File: src/rtl/pipe_ctrl_pkg.sv
// pipe_ctrl_pkg: shared FSM state type, RV32 opcodes and register-usage decode
package pipe_ctrl_pkg;
  typedef enum logic [1:0] {ST_RUN, ST_MEM_WAIT, ST_DRAIN, ST_HALTED} state_t;
  localparam logic [6:0] OP_LOAD   = 7'b0000011;
  localparam logic [6:0] OP_IMM    = 7'b0010011;
  localparam logic [6:0] OP_STORE  = 7'b0100011;
  localparam logic [6:0] OP_RTYPE  = 7'b0110011;
  localparam logic [6:0] OP_BRANCH = 7'b1100011;
  localparam logic [6:0] OP_JALR   = 7'b1100111;
  function automatic logic rs1_used(input logic [6:0] op);
    return op inside {OP_LOAD, OP_IMM, OP_STORE, OP_RTYPE, OP_BRANCH, OP_JALR};
  endfunction
  function automatic logic rs2_used(input logic [6:0] op);
    return op inside {OP_STORE, OP_RTYPE, OP_BRANCH};
  endfunction
endpackage

File: src/rtl/sat_counter.sv
// sat_counter: up-counter that sticks at all-ones instead of wrapping
module sat_counter #(
  parameter int W = 32
) (
  input  logic         clk,
  input  logic         reset_n,
  input  logic         inc,
  input  logic         clear,
  output logic [W-1:0] count
);
  logic [W-1:0] r_count;
  always_ff @(posedge clk or negedge reset_n)
    if (!reset_n) r_count <= '0;
    else if (clear) r_count <= '0;
    else if (inc && r_count != '1) r_count <= r_count + 1'b1;
  assign count = r_count;
endmodule

File: src/rtl/pipeline_hazard_controller.sv
// pipeline_hazard_controller: stall/flush sequencer for the 5-stage pipe
module pipeline_hazard_controller
  import pipe_ctrl_pkg::*;
#(
  parameter int CNT_W        = 32,
  parameter int DRAIN_CYCLES = 2
) (
  input  logic             clk,
  input  logic             reset_n,
  input  logic [6:0]       id_opcode,
  input  logic [4:0]       id_rs1,
  input  logic [4:0]       id_rs2,
  input  logic [4:0]       ex_rd,
  input  logic             ex_mem_read,
  input  logic             mem_branch_taken,
  input  logic             mem_dmem_req,
  input  logic             dmem_ready,
  input  logic             halt_req,
  output logic             pc_write,
  output logic             ifid_write,
  output logic             ifid_flush,
  output logic             idex_flush,
  output logic             exmem_flush,
  output logic             pipe_hold,
  output logic             halted,
  output logic [CNT_W-1:0] stall_count,
  output logic [CNT_W-1:0] flush_count
);
  localparam int DW = $clog2(DRAIN_CYCLES + 1);
  state_t r_state, w_next;
  logic [DW-1:0] r_drain, w_drain_next;
  logic w_luh, w_stall_inc, w_flush_inc;
  assign w_luh = ex_mem_read && ex_rd != 5'd0 &&
                 ((rs1_used(id_opcode) && id_rs1 == ex_rd) ||
                  (rs2_used(id_opcode) && id_rs2 == ex_rd));
  always_comb begin
    pc_write     = 1'b1;
    ifid_write   = 1'b1;
    ifid_flush   = 1'b0;
    idex_flush   = 1'b0;
    exmem_flush  = 1'b0;
    pipe_hold    = 1'b0;
    halted       = 1'b0;
    w_stall_inc  = 1'b0;
    w_flush_inc  = 1'b0;
    w_next       = r_state;
    w_drain_next = r_drain;
    case (r_state)
      ST_RUN: begin
        if (halt_req) begin
          pc_write     = 1'b0;
          ifid_flush   = 1'b1;
          idex_flush   = 1'b1;
          exmem_flush  = 1'b1;
          w_drain_next = '0;
          w_next       = ST_DRAIN;
        end else if (mem_branch_taken) begin
          ifid_flush  = 1'b1;
          idex_flush  = 1'b1;
          exmem_flush = 1'b1;
          w_flush_inc = 1'b1;
        end else if (mem_dmem_req && !dmem_ready) begin
          pc_write    = 1'b0;
          ifid_write  = 1'b0;
          pipe_hold   = 1'b1;
          w_stall_inc = 1'b1;
          w_next      = ST_MEM_WAIT;
        end else if (w_luh) begin
          pc_write    = 1'b0;
          ifid_write  = 1'b0;
          idex_flush  = 1'b1;
          w_stall_inc = 1'b1;
        end
      end
      ST_MEM_WAIT: begin
        if (!dmem_ready) begin
          pc_write    = 1'b0;
          ifid_write  = 1'b0;
          pipe_hold   = 1'b1;
          w_stall_inc = 1'b1;
        end else begin
          w_next = ST_RUN;
          if (mem_branch_taken) begin
            ifid_flush  = 1'b1;
            idex_flush  = 1'b1;
            exmem_flush = 1'b1;
            w_flush_inc = 1'b1;
          end else if (w_luh) begin
            pc_write    = 1'b0;
            ifid_write  = 1'b0;
            idex_flush  = 1'b1;
            w_stall_inc = 1'b1;
          end
        end
      end
      ST_DRAIN: begin
        pc_write     = 1'b0;
        ifid_write   = 1'b0;
        ifid_flush   = 1'b1;
        idex_flush   = 1'b1;
        w_drain_next = DW'(r_drain + 1'b1);
        if (r_drain == DW'(DRAIN_CYCLES - 1)) w_next = ST_HALTED;
      end
      ST_HALTED: begin
        halted     = 1'b1;
        pc_write   = 1'b0;
        ifid_write = 1'b0;
        pipe_hold  = 1'b1;
      end
      default: w_next = ST_RUN;
    endcase
    // reset overrides everything so the pipe is frozen with no pending flush
    if (!reset_n) begin
      pc_write    = 1'b0;
      ifid_write  = 1'b0;
      ifid_flush  = 1'b0;
      idex_flush  = 1'b0;
      exmem_flush = 1'b0;
      pipe_hold   = 1'b1;
      halted      = 1'b0;
      w_stall_inc = 1'b0;
      w_flush_inc = 1'b0;
    end
  end
  always_ff @(posedge clk or negedge reset_n)
    if (!reset_n) begin
      r_state <= ST_RUN;
      r_drain <= '0;
    end else begin
      r_state <= w_next;
      r_drain <= w_drain_next;
    end
  sat_counter #(.W(CNT_W)) u_stall_cnt (
    .clk(clk), .reset_n(reset_n), .inc(w_stall_inc), .clear(1'b0), .count(stall_count)
  );
  sat_counter #(.W(CNT_W)) u_flush_cnt (
    .clk(clk), .reset_n(reset_n), .inc(w_flush_inc), .clear(1'b0), .count(flush_count)
  );
endmodule

File: config.mk
export PLATFORM = sky130hd
export DESIGN_NAME = pipeline_hazard_controller
export DESIGN_NICKNAME = d
export VERILOG_FILES = /design/src/rtl/pipe_ctrl_pkg.sv /design/src/rtl/sat_counter.sv /design/src/rtl/pipeline_hazard_controller.sv
export SDC_FILE = /design/constraint.sdc
export NUM_CORES = 1
export LEC_CHECK = 0
export CAP_MARGIN = 25
export CELL_PAD_IN_SITES_DETAIL_PLACEMENT = 1
export CELL_PAD_IN_SITES_GLOBAL_PLACEMENT = 1
export CORE_MARGIN = 1
export CORE_UTILIZATION = 39
export DETAILED_ROUTE_END_ITERATION = 10
export GPL_TIMING_DRIVEN = 0
export PLACE_DENSITY_LB_ADDON = 0.1
export RECOVER_POWER = 25
export SLEW_MARGIN = 20
export SYNTH_ARGS = -nofsm -noshare
export SYNTH_HDL_FRONTEND = slang
export SYNTH_SLANG_ARGS = --single-unit
File: constraint.sdc
create_clock -name clk -period 3.66 [get_ports clk]
set_input_delay 0.549 -clock clk [delete_from_list [all_inputs] [get_ports clk]]
set_output_delay 0.549 -clock clk [all_outputs]
set_load 0.005 [all_outputs]
==> results_dict.tcl <==
set metrics [dict create \
    ys_ff_latch 68 \
    wl_per_cell_um 15.9 \
    wirelength_um 8980 \
    clk_latency_ns 0.35 \
    drv_cap 0 \
    grt.total_usage_pct 20.0 \
    finalCritPeriodShare_pct 96.4 \
    die_h_um 97.5 \
    die_w_um 97.5 \
    syn_nets 377 \
    gp_congestion 0.761 \
    yosys_warnings 0 \
    drt_iter0_markers 66 \
    synthXorXnorAreaFrac_pct 17.5 \
    root_buffer "clkbuf_8" \
    postCtsSetupBuffers 0 \
    post-route-drc-count 0 \
    htree_levels 3 \
    num_antenna_cells 0 \
    ir_drop_mv 0.141 \
    drv_slew 0 \
    grt_pass1_wl_um 15200 \
    yosysMostFrequentCell "dfrtp_1" \
    rows 34 \
    ctsResizeCount 0 \
    cp.required_ns 3.11 \
    clkTransAtPathRegs_ns 0.08 \
    path_buf_inv 2 \
    setup_viol 0 \
    antenna_found_initial 0 \
    grt_pass1_vias 3078 \
    power_density_mw_per_mm2 309 \
    p_leak_nw 2.08 \
    hpwl_um 6840 \
    synthMuxAreaShare_pct 0.633 \
    cts_hold_buf 0 \
    port_buffers 99 \
    synth_top_family_by_area "simple AND/OR/NAND/NOR gates" \
    start_util_pct 40.6 \
    worst_slew_pin_slew_ns 0.934 \
    gr-total-overflow 0 \
    hold_violations 0 \
    yosysUniqueCellTypes 45 \
    drt.antenna.violating_nets 0 \
    yosysSeqAreaShare_pct 47.8 \
    status "completed" \
    synth_compound_area_share_pct 6.54 \
    synthCells 341 \
    layout.nets 488 \
    synthTopCellsByCount "68 x dfrtp_1, 53 x xnor2_1, 35 x nand2_1" \
    io_pins 100 \
    n_fill_cell 995 \
    synth_area_leaders "dfrtp_1 48%, xnor2_1 13%, xor2_1 4.4%" \
    post-route-min-period_ns 3.53 \
    crit_chain "clkdlybuf4s50_1 > or4_1 > o21ai_1 > a211oi_2 > or3_1 > a21boi_0 > clkdlybuf4s50_1" \
    die_area_sq_mm 0.00951 \
    async_flop_share_pct 100 \
    cpMostUsedCell "clkdlybuf4s50_1" \
    hold_slack_ns 0.129 \
    critPathSlowestCell "or4_1" \
    synth_ff_type "dfrtp_1" \
    grt_setup_unrepaired "no" \
    netlist.area_leader.share_pct 47.8 \
    placed_area_sq_mm 0.00471 \
    drive_gt1_share_pct 7.88 \
    grt_max_degree 49 \
    clock_skew_ns 0.0109 \
    hp-class "primary input to asynchronous set/reset pin" \
    numCtsBuffers 9 \
    synth-edff-count 0 \
    dr.pass1.iters 4 \
    num_vias 2961 \
    cp.arrival_ns 2.98 \
    yosys.area_share.simple_pct 22.8 \
    end_kind "output pin" \
    cp_max_fo 5 \
    tns_ns 0 \
    crit_path_max_incr_delay_ns 0.55 \
    worstSetupStartpointType "primary input" \
    relSlewSlack_pct 36.1 \
    clockBufferDepth 2 \
    critPathKind "primary input to output pin" \
    postSynthAreaPerCell_sq_um 10.4 \
    cts_tree "done" \
    yosys.area.top_type "dfrtp_1" \
    area_delta_synth_final_pct 38.6 \
    timing.fmax_ghz 0.283 \
    design_area_sq_mm 0.00493 \
    clock-sinks 68 \
    core-area_sq_mm 0.00876 \
    synth_adder_area_share_pct 2.46 \
    viasPerCell 5.24 \
    synthesis.area_sq_mm 0.00356 \
    crit_family "buffers and inverters" \
]
logic make-up (layout without fill, tap and decap cells):
group / Yosys count / after routing
simple gates: 147 / 147
xor+xnor: 71 / 71
flops: 68 / 68
compound gates: 30 / 30
buf+inv: 16 / 132
fa+ha+maj: 7 / 7
mux: 2 / 2
final cells by class:
class / instances / area (sq um) / share of cell area (%)
Clock inverter: 6 / 86.3 / 1.75
Tap cell: 108 / 135 / 2.74
Sequential cell: 68 / 1700 / 34.5
Clock buffer: 10 / 138 / 2.79
Buffer: 6 / 42.5 / 0.862
Inverter: 10 / 37.5 / 0.761
Timing Repair Buffer: 100 / 1020 / 20.6
Multi-Input combinational cell: 257 / 1780 / 36.0
flip-flops by register name, indices dropped and copies added (netlist names):
name / cells
r_drain: 2
u_stall_cnt.count: 32
r_state: 2
u_flush_cnt.count: 32
layer usage:
metal | vias to the layer above | routed length [um] | share of wire [%] | track usage, %
met5 | - | 0 | 0 | 0
li1 | 1418 | - | - | -
met3 | 8 | 369 | 4.1 | 4.68
met2 | 76 | 4460 | 50 | 34.1
met1 | 1459 | 4060 | 45 | 25.5
met4 | 0 | 87 | 0.97 | 5.09
worst paths after layout:
kind | startpoint | endpoint | slack (ns) | cells after the start
max | ex_rd[1] | ifid_write | 0.13 | 7
min | reset_n | u_stall_cnt.count[21] | 0.13 | 1
max reg2reg | r_state[0] | u_flush_cnt.count[28] | 0.59 | 10
min reg2reg | u_stall_cnt.count[28] | u_stall_cnt.count[28] | 0.49 | 1
max in group asynchronous | reset_n | u_flush_cnt.count[10] | 2.96 | 2
min in group clk | u_stall_cnt.count[28] | u_stall_cnt.count[28] | 0.49 | 1
power breakdown:
group | switching, W | internal (W) | leakage [nW]
clock network | 0.000297 | 0.000402 | 0.113
logic | 0.0000362 | 0.0000401 | 1.03
registers | 0 | 0.000751 | 0.935
placed cells by master, fill, tap and decap left out, drive strengths merged, types with 4 or more instances in the layout:
cell type,netlist,routed
and4,8,8
buf,5,7
nand2,35,35
and3,17,17
xnor2,53,53
ha,7,7
nand3,28,28
o21ai,15,15
clkdlybuf4s50,0,98
inv,10,11
xor2,18,18
nand4,20,20
and2,4,4
dfrtp,68,68
nor2,17,17
a21oi,4,4
clkbuf,1,11
through the flow:
step | total power [W] | util, % | cells | setup slack [ns]
3_5_place_dp | 0.000844 | 53.7 | 549 | 0.144
5_1_grt | 0.00158 | 56.3 | 565 | 0.0331
4_1_cts | 0.00154 | 56.3 | 565 | 0.129
2_1_floorplan | 0.000783 | - | 341 | 1.27
6_report | 0.00153 | 56.3 | 565 | 0.132
3_3_place_gp | 0.000839 | 53.5 | 548 | -2.01
Note: power is estimated with default switching activity, not from simulation.
